`src/rtl/npc_pkg.sv`:
```
// Shared NPC front-end definitions: reset fetch PC and fetch FSM state encoding.
package npc_pkg;

    localparam logic [63:0] PC_ENTRY = 64'h0000_0000_8000_0000;

    typedef enum logic [1:0] {
        StIdle = 2'd0,
        StReq  = 2'd1,
        StWait = 2'd2,
        StHold = 2'd3
    } fetch_state_e;

endpackage

```
`src/rtl/ifu_fetch_ctrl_if.sv`:
```
// Instruction-memory req/gnt/rvalid bus plus the fetch-to-decode valid/ready handshake.
interface ifu_fetch_ctrl_if #(
    parameter int unsigned WIDTH  = 64,
    parameter int unsigned INST_W = 32
) ();
    logic              imem_req;
    logic [WIDTH-1:0]  imem_addr;
    logic              imem_gnt;
    logic              imem_rvalid;
    logic [INST_W-1:0] imem_rdata;
    logic              inst_valid;
    logic [INST_W-1:0] inst;
    logic [WIDTH-1:0]  inst_pc;
    logic              id_ready;

    // master = fetch controller side
    modport master (
        output imem_req, imem_addr, inst_valid, inst, inst_pc,
        input  imem_gnt, imem_rvalid, imem_rdata, id_ready
    );

    modport slave (
        input  imem_req, imem_addr, inst_valid, inst, inst_pc,
        output imem_gnt, imem_rvalid, imem_rdata, id_ready
    );
endinterface

```
`src/rtl/ifu_redirect_sel.sv`:
```
// Combinational redirect priority: exception over trap-return over branch.
module ifu_redirect_sel #(
    parameter int unsigned WIDTH = 64
) (
    input  logic             i_ex,
    input  logic [WIDTH-1:0] i_ex_entry,
    input  logic             i_ex_ret,
    input  logic [WIDTH-1:0] i_epc,
    input  logic             i_br_taken,
    input  logic [WIDTH-1:0] i_br_target,
    output logic             o_redirect,
    output logic [WIDTH-1:0] o_tgt
);
    always_comb begin
        o_redirect = i_ex | i_ex_ret | i_br_taken;
        if (i_ex) begin
            o_tgt = i_ex_entry;
        end else if (i_ex_ret) begin
            o_tgt = i_epc;
        end else begin
            o_tgt = i_br_target;
        end
    end
endmodule

```
`src/rtl/ifu_fetch_ctrl.sv`:
```
// Fetch sequencer: owns the fetch PC, keeps one imem request in flight, drops stale
// responses after redirects and hands instructions to decode.
module ifu_fetch_ctrl #(
    parameter int unsigned     WIDTH    = 64,
    parameter int unsigned     INST_W   = 32,
    parameter logic [WIDTH-1:0] PC_ENTRY = WIDTH'(npc_pkg::PC_ENTRY)
) (
    input  logic               i_clk,
    input  logic               i_rst,
    input  logic               i_ex,
    input  logic [WIDTH-1:0]   i_ex_entry,
    input  logic               i_ex_ret,
    input  logic [WIDTH-1:0]   i_epc,
    input  logic               i_br_taken,
    input  logic [WIDTH-1:0]   i_br_target,
    output logic [WIDTH-1:0]   o_pc,
    ifu_fetch_ctrl_if.master   bus
);
    import npc_pkg::*;

    logic             w_redirect;
    logic [WIDTH-1:0] w_tgt;
    logic [WIDTH-1:0] w_fpc_d;

    fetch_state_e      r_state;
    logic [WIDTH-1:0]  r_fpc;
    logic [WIDTH-1:0]  r_addr;
    logic              r_drop;
    logic              r_req;
    logic              r_inst_valid;
    logic [INST_W-1:0] r_inst;
    logic [WIDTH-1:0]  r_inst_pc;

    ifu_redirect_sel #(
        .WIDTH (WIDTH)
    ) u_redirect_sel (
        .i_ex        (i_ex),
        .i_ex_entry  (i_ex_entry),
        .i_ex_ret    (i_ex_ret),
        .i_epc       (i_epc),
        .i_br_taken  (i_br_taken),
        .i_br_target (i_br_target),
        .o_redirect  (w_redirect),
        .o_tgt       (w_tgt)
    );

    // Once drop is set fpc already holds the redirect target, so a late grant must not bump it.
    always_comb begin
        w_fpc_d = r_fpc;
        if (w_redirect) begin
            w_fpc_d = w_tgt;
        end else if (r_state == StReq && bus.imem_gnt && !r_drop) begin
            w_fpc_d = r_fpc + WIDTH'(4);
        end
    end

    always_ff @(posedge i_clk) begin
        if (i_rst) begin
            r_state      <= StIdle;
            r_fpc        <= PC_ENTRY;
            r_addr       <= PC_ENTRY;
            r_drop       <= 1'b0;
            r_req        <= 1'b0;
            r_inst_valid <= 1'b0;
            r_inst       <= '0;
            r_inst_pc    <= '0;
        end else begin
            r_fpc <= w_fpc_d;
            unique case (r_state)
                StIdle: begin
                    r_state <= StReq;
                    r_req   <= 1'b1;
                    r_addr  <= w_fpc_d;
                end
                StReq: begin
                    if (w_redirect) begin
                        r_drop <= 1'b1;
                    end
                    if (bus.imem_gnt) begin
                        r_state <= StWait;
                        r_req   <= 1'b0;
                    end
                end
                StWait: begin
                    if (bus.imem_rvalid) begin
                        if (r_drop || w_redirect) begin
                            r_drop  <= 1'b0;
                            r_state <= StReq;
                            r_req   <= 1'b1;
                            r_addr  <= w_fpc_d;
                        end else begin
                            r_inst       <= bus.imem_rdata;
                            r_inst_pc    <= r_addr;
                            r_inst_valid <= 1'b1;
                            r_state      <= StHold;
                        end
                    end else if (w_redirect) begin
                        r_drop <= 1'b1;
                    end
                end
                StHold: begin
                    if (w_redirect || bus.id_ready) begin
                        r_inst_valid <= 1'b0;
                        r_state      <= StReq;
                        r_req        <= 1'b1;
                        r_addr       <= w_fpc_d;
                    end
                end
                default: begin
                    r_state <= StIdle;
                    r_req   <= 1'b0;
                end
            endcase
        end
    end

    assign bus.imem_req   = r_req;
    assign bus.imem_addr  = r_addr;
    assign bus.inst_valid = r_inst_valid;
    assign bus.inst       = r_inst;
    assign bus.inst_pc    = r_inst_pc;
    assign o_pc           = r_fpc;
endmodule

```
`src/flat_wrapper.sv`:
```
// flat-port wrapper written by rule: the top's interface ports become plain ports
module ifu_fetch_ctrl_flat import npc_pkg::*;
#(
    parameter int unsigned     WIDTH    = 64,
    parameter int unsigned     INST_W   = 32,
    parameter logic [WIDTH-1:0] PC_ENTRY = WIDTH'(npc_pkg::PC_ENTRY)
)
  (i_clk, i_rst, i_ex, i_ex_entry, i_ex_ret, i_epc, i_br_taken, i_br_target, o_pc, bus_imem_req, bus_imem_addr, bus_inst_valid, bus_inst, bus_inst_pc, bus_imem_gnt, bus_imem_rvalid, bus_imem_rdata, bus_id_ready);
  ifu_fetch_ctrl_if #(.WIDTH(WIDTH), .INST_W(INST_W)) bus_i ();
  input  logic i_clk;
  input  logic i_rst;
  input  logic i_ex;
  input  logic [WIDTH-1:0] i_ex_entry;
  input  logic i_ex_ret;
  input  logic [WIDTH-1:0] i_epc;
  input  logic i_br_taken;
  input  logic [WIDTH-1:0] i_br_target;
  output logic [WIDTH-1:0] o_pc;
  output wire logic [$bits(bus_i.imem_req)-1:0] bus_imem_req;
  output wire logic [$bits(bus_i.imem_addr)-1:0] bus_imem_addr;
  output wire logic [$bits(bus_i.inst_valid)-1:0] bus_inst_valid;
  output wire logic [$bits(bus_i.inst)-1:0] bus_inst;
  output wire logic [$bits(bus_i.inst_pc)-1:0] bus_inst_pc;
  input wire logic [$bits(bus_i.imem_gnt)-1:0] bus_imem_gnt;
  input wire logic [$bits(bus_i.imem_rvalid)-1:0] bus_imem_rvalid;
  input wire logic [$bits(bus_i.imem_rdata)-1:0] bus_imem_rdata;
  input wire logic [$bits(bus_i.id_ready)-1:0] bus_id_ready;
  assign bus_imem_req = bus_i.imem_req;
  assign bus_imem_addr = bus_i.imem_addr;
  assign bus_inst_valid = bus_i.inst_valid;
  assign bus_inst = bus_i.inst;
  assign bus_inst_pc = bus_i.inst_pc;
  assign bus_i.imem_gnt = bus_imem_gnt;
  assign bus_i.imem_rvalid = bus_imem_rvalid;
  assign bus_i.imem_rdata = bus_imem_rdata;
  assign bus_i.id_ready = bus_id_ready;
  ifu_fetch_ctrl #(.WIDTH(WIDTH), .INST_W(INST_W), .PC_ENTRY(PC_ENTRY)) u_core (.i_clk(i_clk), .i_rst(i_rst), .i_ex(i_ex), .i_ex_entry(i_ex_entry), .i_ex_ret(i_ex_ret), .i_epc(i_epc), .i_br_taken(i_br_taken), .i_br_target(i_br_target), .o_pc(o_pc), .bus(bus_i));
endmodule
```
`config.mk`:
```
export PLATFORM = sky130hd
export DESIGN_NAME = ifu_fetch_ctrl_flat
export DESIGN_NICKNAME = d
export VERILOG_FILES = /design/src/rtl/npc_pkg.sv /design/src/rtl/ifu_fetch_ctrl_if.sv /design/src/rtl/ifu_redirect_sel.sv /design/src/rtl/ifu_fetch_ctrl.sv /design/src/flat_wrapper.sv
export SDC_FILE = /design/constraint.sdc
export NUM_CORES = 1
export LEC_CHECK = 0
export BUFFER_PORTS_ARGS = -buffer_cell sky130_fd_sc_hd__buf_4
export CORE_AREA = 2 2 177 179
export CTS_CLUSTER_DIAMETER = 50
export DETAILED_ROUTE_END_ITERATION = 8
export DIE_AREA = 0 0 179 181
export GPL_TIMING_DRIVEN = 0
export PLACE_DENSITY = 0.65
export SYNTH_ARGS = -nofsm -noshare
export SYNTH_HDL_FRONTEND = slang
export SYNTH_SLANG_ARGS = --single-unit
```
`constraint.sdc`:
```
create_clock -name i_clk -period 2.7 [get_ports i_clk]
set_input_delay 0 -clock i_clk [delete_from_list [all_inputs] [get_ports i_clk]]
set_output_delay 0 -clock i_clk [all_outputs]
set_load 0.02 [all_outputs]
```
# ---- Word-level counts from Yosys, hierarchy flattened
# Index checks and enable logic that the tools add are counted.
dict set report word_totals {
  reg_bits 229
  in_bits 232
  out_inout_bits 226
  wordCells 62
}
dict set report classes {
  addsub 1
  eq_ne 9
  n_mux 26
  bitwise 3
  reduce_logical 15
}
# cell n
set op_table {}
lappend op_table {{$mux 64} 7}
lappend op_table {{$pmux 64 s3} 1}
lappend op_table {{$add 64x3->64 const B} 1}
lappend op_table {{$reduce_and 4->1} 3}
lappend op_table {{$mux 1} 10}
lappend op_table {{$mux 2} 4}
lappend op_table {{$pmux 2 s4} 1}
lappend op_table {{$ne 2x2->1 const B} 3}
lappend op_table {{$reduce_and 3->1} 2}
lappend op_table {{$eq 2x2->1 const B} 2}
lappend op_table {{$ne 2x1->1 const B} 2}
lappend op_table {{$pmux 1 s2} 2}
lappend op_table {{$pmux 1 s4} 1}
lappend op_table {{$reduce_bool 2->1} 2}
lappend op_table {{$ne 3x2->1 const B} 1}
lappend op_table {{$reduce_bool 3->1} 1}
lappend op_table {{$eq 2x1->1 const B} 1}
lappend op_table {{$logic_and 1x1->1} 2}
lappend op_table {{$logic_not 2->1} 1}
lappend op_table {{$logic_or 1x1->1} 2}
lappend op_table {{$or 1x1->1} 2}
lappend op_table {{$reduce_and 2->1} 1}
lappend op_table {{$logic_not 1->1} 1}
lappend op_table {{$not 1->1} 1}

# ---- Longest topological paths before layout
dict set report logic_depth {
  depth_word 8
  ltp_mapped 10
  ltp_nobuf 8
}

# ---- Modules after synthesis
# From an unflattened synthesis, not the netlist that was laid out.
dict set report unflattened {
  hier_cells 1417
  hier_area_um2 10998.0
}
# mod n_inst cells_per_inst area_each_um2 seq_area_each_um2
set modules_own_cells {}
lappend modules_own_cells {ifu_fetch_ctrl 1 1203 9648.0 4584.4}
lappend modules_own_cells {ifu_redirect_sel 1 214 1350.0 0.0}

# ---- Least setup slack after synthesis
# No wires, ideal clock.
dict set report synth_timing {
  kind {register to register}
  start {reg u_core.r_fpc[37], in the netlist u_core.o_pc[37]}
  end {reg u_core.r_addr[60], in the netlist u_core.bus.imem_addr[60]}
  setup_ns 0.128
  arrival_time_ns 2.062
  required_time_ns 2.572
  path_slack_ns 0.510
  path_stages_with_launch 9
  path_buffers 2
  synth_period_minus_slack_ns 2.190
  cell_sequence {dfxtp_1 -> clkbuf_1 -> nand3_2 -> or3_4 -> or2_0 -> buf_6 -> o311a_1 -> nor3_2 -> a21oi_1}
}
dict set report synth_between {
  elab_chain_cells 6
  word_cells_on_any_way 7
  classes_between {add/sub (1); mux (6)}
}
# item line
set synth_rtl {}
lappend synth_rtl {{from (decl)} ifu_fetch_ctrl.sv:26} ;# logic [WIDTH-1:0] r_fpc;
lappend synth_rtl {{from (signal assigned)} ifu_fetch_ctrl.sv:68} ;# r_fpc <= w_fpc_d;
lappend synth_rtl {{$add 64x3->64 *} ifu_fetch_ctrl.sv:53} ;# w_fpc_d = r_fpc + WIDTH'(4);
lappend synth_rtl {{$mux 64 *} ifu_fetch_ctrl.sv:52} ;# end else if (r_state == StReq && bus.imem_gnt && !r_drop) begin
lappend synth_rtl {{$mux 64 *} ifu_fetch_ctrl.sv:50} ;# if (w_redirect) begin
lappend synth_rtl {{$mux 64} ifu_fetch_ctrl.sv:86} ;# if (r_drop || w_redirect) begin
lappend synth_rtl {{$mux 64} ifu_fetch_ctrl.sv:85} ;# if (bus.imem_rvalid) begin
lappend synth_rtl {{$pmux 64 s3 *} ifu_fetch_ctrl.sv:69} ;# unique case (r_state)
lappend synth_rtl {{to (signal assigned)} ifu_fetch_ctrl.sv:73} ;# r_addr <= w_fpc_d;
lappend synth_rtl {{to (signal assigned)} ifu_fetch_ctrl.sv:90} ;# r_addr <= w_fpc_d;
lappend synth_rtl {{to (signal assigned)} ifu_fetch_ctrl.sv:106} ;# r_addr <= w_fpc_d;
lappend synth_rtl {{to (decl)} ifu_fetch_ctrl.sv:27} ;# logic [WIDTH-1:0] r_addr;
# Every way passes the cells marked *; elsewhere a longest branch is shown, timed or not. The select of a mux whose other input is x is not followed.
# A chain may end at the register's enable or synchronous reset.

# ---- Worst setup path after layout
dict set report layout_timing {
  start {reg u_core.r_state[0]}
  end {reg u_core.r_addr[54], in the netlist u_core.bus.imem_addr[54]}
}
dict set report layout_between {
  elab_chain_cells 8
  word_cells_on_any_way 17
  classes_between {eq/ne (6); mux (6); reduce/logical (5)}
}
# item line
set layout_rtl {}
lappend layout_rtl {{from (decl)} ifu_fetch_ctrl.sv:25} ;# fetch_state_e r_state;
lappend layout_rtl {{from (signal assigned)} ifu_fetch_ctrl.sv:59} ;# r_state <= StIdle;
lappend layout_rtl {{from (signal assigned)} ifu_fetch_ctrl.sv:71} ;# r_state <= StReq;
lappend layout_rtl {{from (signal assigned)} ifu_fetch_ctrl.sv:80} ;# r_state <= StWait;
lappend layout_rtl {{$eq 2x1->1} ifu_fetch_ctrl.sv:52}
lappend layout_rtl {{$logic_and 1x1->1 (2 in series)} ifu_fetch_ctrl.sv:52}
lappend layout_rtl {{$mux 64} ifu_fetch_ctrl.sv:52}
lappend layout_rtl {{$mux 64} ifu_fetch_ctrl.sv:50}
lappend layout_rtl {{$mux 64} ifu_fetch_ctrl.sv:86}
lappend layout_rtl {{$mux 64} ifu_fetch_ctrl.sv:85}
lappend layout_rtl {{$pmux 64 s3} ifu_fetch_ctrl.sv:69}
# Several ways; a longest one is shown, not always the timed one. The select of a mux whose other input is x is not followed.

==> key figures <==
Global route
  – M3 GR Usage: 0.06271
  – Total gr overflow: 0
  – Global-route wire length before repair: 78,920 um
  – GRT Total Usage: 0.3255
  – Pin count of the biggest net entering global routing: 17
  – Met2 Use GR: 0.5415
  – Initial antenna violation count: 2
  – Met1 usage: 0.4137
  – Vias in the first global route: 12,530
  – GRT busiest layer: met2

Die
  – Core ar.: 30,350 um^2
  – Chip height: 181 um
  – Standard-cell rows: 64
  – Die width: 179 um
  – IO Pins: 458
  – Die area: roughly 32,000 um^2
  – Initial Utilization: 0.3550

Clocking
  – Clk root buf: clkbuf_16
  – Reg clk slew, reported paths: 0.06 ns
  – CTS tree: built
  – Clock sink total: 229
  – H-tree level count: 1
  – Cts bufs inserted: 27
  – Clk_lat worst skew: around 0.56 ns
  – Clk buf depth: 3

Final layout
  – Area of the multi-input gates: 5732 um^2
  – Fin nets: 2,214
  – Layout cells sized above 1: 0.2863
  – Layout area overhead: 55.10%
  – Reg area: 4584 um^2
  – Filler cell count: 2,890

Synth
  – Seq/Total Area, Yosys: 0.4255
  – Yosys top cell area share: 0.4255
  – Post-Synthesis Cells: 1,388
  – Yosys top cell by area: dfxtp_1
  – Post-synth top flop: dfxtp_1
  – Synth cell types: 74
  – Post-synthesis register bit count: around 230
  – Post-Syn Area per Cell: 7.762 um^2
  – FFs w/ async S/R, synth: 0
  – EDFF count, synth: 0
  – Mapped cell area: 10,770 um^2
  – Synthesized Nets: 1,625
  – Top cells by area, synth: dfxtp_1 (43%), nand2_1 (11%), a21oi_1 (6.4%), o21ai_0 (3.7%), nor2_1 (3.7%)
  – Synthesis Warnings: 0

Detailed routing
  – Drt initial violations: 1,167
  – DRC viols: 0
  – Final WL: 55,360 um
  – DR vias: between 10,000 and 15,000
  – Avg WL per Cell: 23.11 um
  – TritonRoute pass-1 iters: 5
  – Vias/cell: 5.556
  – Routed Antenna Nets: 0

Timing
  – Max Fclk: around 380 MHz
  – Unrepaired setup endpoints after global routing: yes
  – Final Skew: 0.02574 ns
  – Setup violators final: 0
  – Final setup TNS: 0 ns
  – Fin. Hold Viols: 0
  – Period utilisation layout: 0.9691
  – Rel. slew slack: 0.2530
  – Hold WS: between 0.01 and 0.015 ns
  – Max Slew Vio Count: 0
  – Post-route minimum period: 2.616 ns
  – Tightest Pin Transition: 1.112 ns

Power and ir drop
  – Lkg Pwr: about 7 nW
  – Power density over the cells: 561.9 nW/um^2
  – Max IR drop VDD: 0.0004439 V

Job
  – Number of max-cap violations: 0

Setup path
  – Startpoint types: flip-flop
  – CP delay by family, top: compound AO/OA/AOI/OAI gates
  – Crit-path max FO: 10
  – Slowest stage cell, crit path: a211oi_4
  – Critical path data arrival time: 3.06 ns
  – Crit path kind: reg -> reg
  – Kind of end point of the critical path: flip-flop
  – Max incr delay on CP: approximately 0.48 ns
  – Worst EP required: 3.15 ns
  – WP buf/inv: 3
  – Critical-path cell list: inv_1, ha_1, clkbuf_1, a211oi_4, buf_2, nand2_1, o32ai_1

Run status
  – Status: finished clean

Placement
  – Post-DP HPWL: between 40,000 and 50,000 um
  – Gpl congestion: 0.9811
  – # port buffers: 456

Hold path
  – Min-Delay Path Class: in -> reg
[timing repair]
item | in CTS | in global routing
endpoints found under the hold margin | 103 | 0
hold buffers | 99 | 0
gates resized for setup | 3 | 16
pin swaps | 2 | 4
setup endpoints to repair | 17 | 40
setup buffers | 2 | 4
[cells in the mapped netlist, drive strengths merged (3+ instances only)]
cell type and instances:
nor3 25, nor4 20, o22ai 31, o221ai 7
a31oi 12, o31a 4, o21ai 81, mux2i 25
a221oi 6, or3 9, o211ai 18, buf 36
clkbuf 70, ha 5, nand2 304, a21oi 137
xor2 6, xnor2 25, o311a 3, a211o 4
nand4 30, nand3 51, o21a 8, a311oi 5
inv 18, a21o 4, dfxtp 229, and4 6
a221o 7, a22oi 14, o31ai 6, a211oi 16
and2 11, and3 16, nor2 105, or4 6
[routing by layer]
metal	wire (um)	up-vias	part of all wire
li1	-	6117	-
met1	22040	6297	0.40
met2	25820	769	0.47
met3	5184	124	0.094
met4	2317	0	0.042
met5	0	-	0
[per-stage QoR]
stage          setup slack (ns)  power, mW  utilization  instance area, um^2  std cells
2_1_floorplan            0.5096      4.566            -                10770       1388
3_3_place_gp            -0.3036      5.541       0.4841                14690       2240
3_5_place_dp            -0.3164      5.553       0.4841                14690       2240
4_1_cts                0.001600      9.342       0.5475                16620       2390
5_1_grt                -0.06882      9.642       0.5505                16710       2394
6_report                0.08352      9.390       0.5506                16710       2395
[layout by cell type, fill, tap and decap left out, drive strengths merged, types with 14 or more instances in the layout]
cell type | synthesis | layout
xnor2 | 25 | 25
o22ai | 31 | 31
o21ai | 81 | 81
and3 | 16 | 16
buf | 36 | 495
a21oi | 137 | 137
dlygate4sd3 | 0 | 99
nor2 | 105 | 105
nand2 | 304 | 304
inv | 18 | 23
nor3 | 25 | 25
a22oi | 14 | 14
nand4 | 30 | 30
nand3 | 51 | 51
o211ai | 18 | 18
nor4 | 20 | 20
clkbuf | 70 | 108
dfxtp | 229 | 229
a211oi | 16 | 16
mux2i | 25 | 25
[report_power, final]
group          leakage (nW)  total [mW]  switching [mW]  internal, mW
Combinational          4.64        1.87            1.06         0.804
Clock                 0.448        3.71            1.58          2.13
Sequential             1.88        3.81           0.249          3.56
Total                  6.97        9.39            2.89          6.50
[worst register-to-register path: stages (launching register included)]
cell      delay (ns)
dfxtp_1         0.45
inv_1           0.08
ha_1            0.20
clkbuf_1        0.20
a211oi_4        0.48
buf_2           0.33
nand2_1         0.39
o32ai_1         0.37
[cells by family (layout without fill, tap and decap cells)]
kind of cell | count (synthesis) | in the layout | share of synthesized area
simple gates | 597 | 597 | 0.2572
compound gates | 375 | 375 | 0.2144
flops | 229 | 229 | 0.4255
buf+inv | 126 | 736 | 0.04866
xor+xnor | 31 | 31 | 0.02520
mux | 25 | 25 | 0.02323
fa+ha+maj | 5 | 5 | 0.005807
other cells | 0 | 1 | 0
[cell type report]
type,count,area share
timing repair buffer,561,0.2668
clock buffer,36,0.04605
tap,396,0.02965
multi-input combinational,1033,0.3430
sequential,229,0.2743
inverter,20,0.004492
clock inverter,14,0.008311
buffer,105,0.02718
antenna,1,0.0001497
[worst paths after layout]
| path | endpoint | cells past startpoint | slack, ns | startpoint |
|---|---|---|---|---|
| worst min register to register | u_core.bus.inst[4]$_SDFFE_PP0P_ | 2 | 0.45 | u_core.bus.inst[4]$_SDFFE_PP0P_ |
| worst max-delay path | u_core.bus.imem_addr[54]$_SDFFE_PP0P_ | 7 | 0.08 | u_core.r_state[0]$_SDFFE_PP0P_ |
| worst min-delay path | u_core.o_pc[24]$_SDFF_PP0_ | 5 | 0.01 | i_br_target[24] |
| worst max register to register | u_core.bus.imem_addr[54]$_SDFFE_PP0P_ | 7 | 0.08 | u_core.r_state[0]$_SDFFE_PP0P_ |
[flip-flops by register name (all words and copies together) (netlist names)]
register	flops
u_core.bus.imem_addr	64
u_core.bus.inst_pc	64
u_core.o_pc	64
u_core.bus.inst	32
u_core.r_state	2
u_core.bus.imem_req	1
u_core.bus.inst_valid	1
u_core.r_drop	1
No activity file was read; power rests on OpenSTA's default activity.
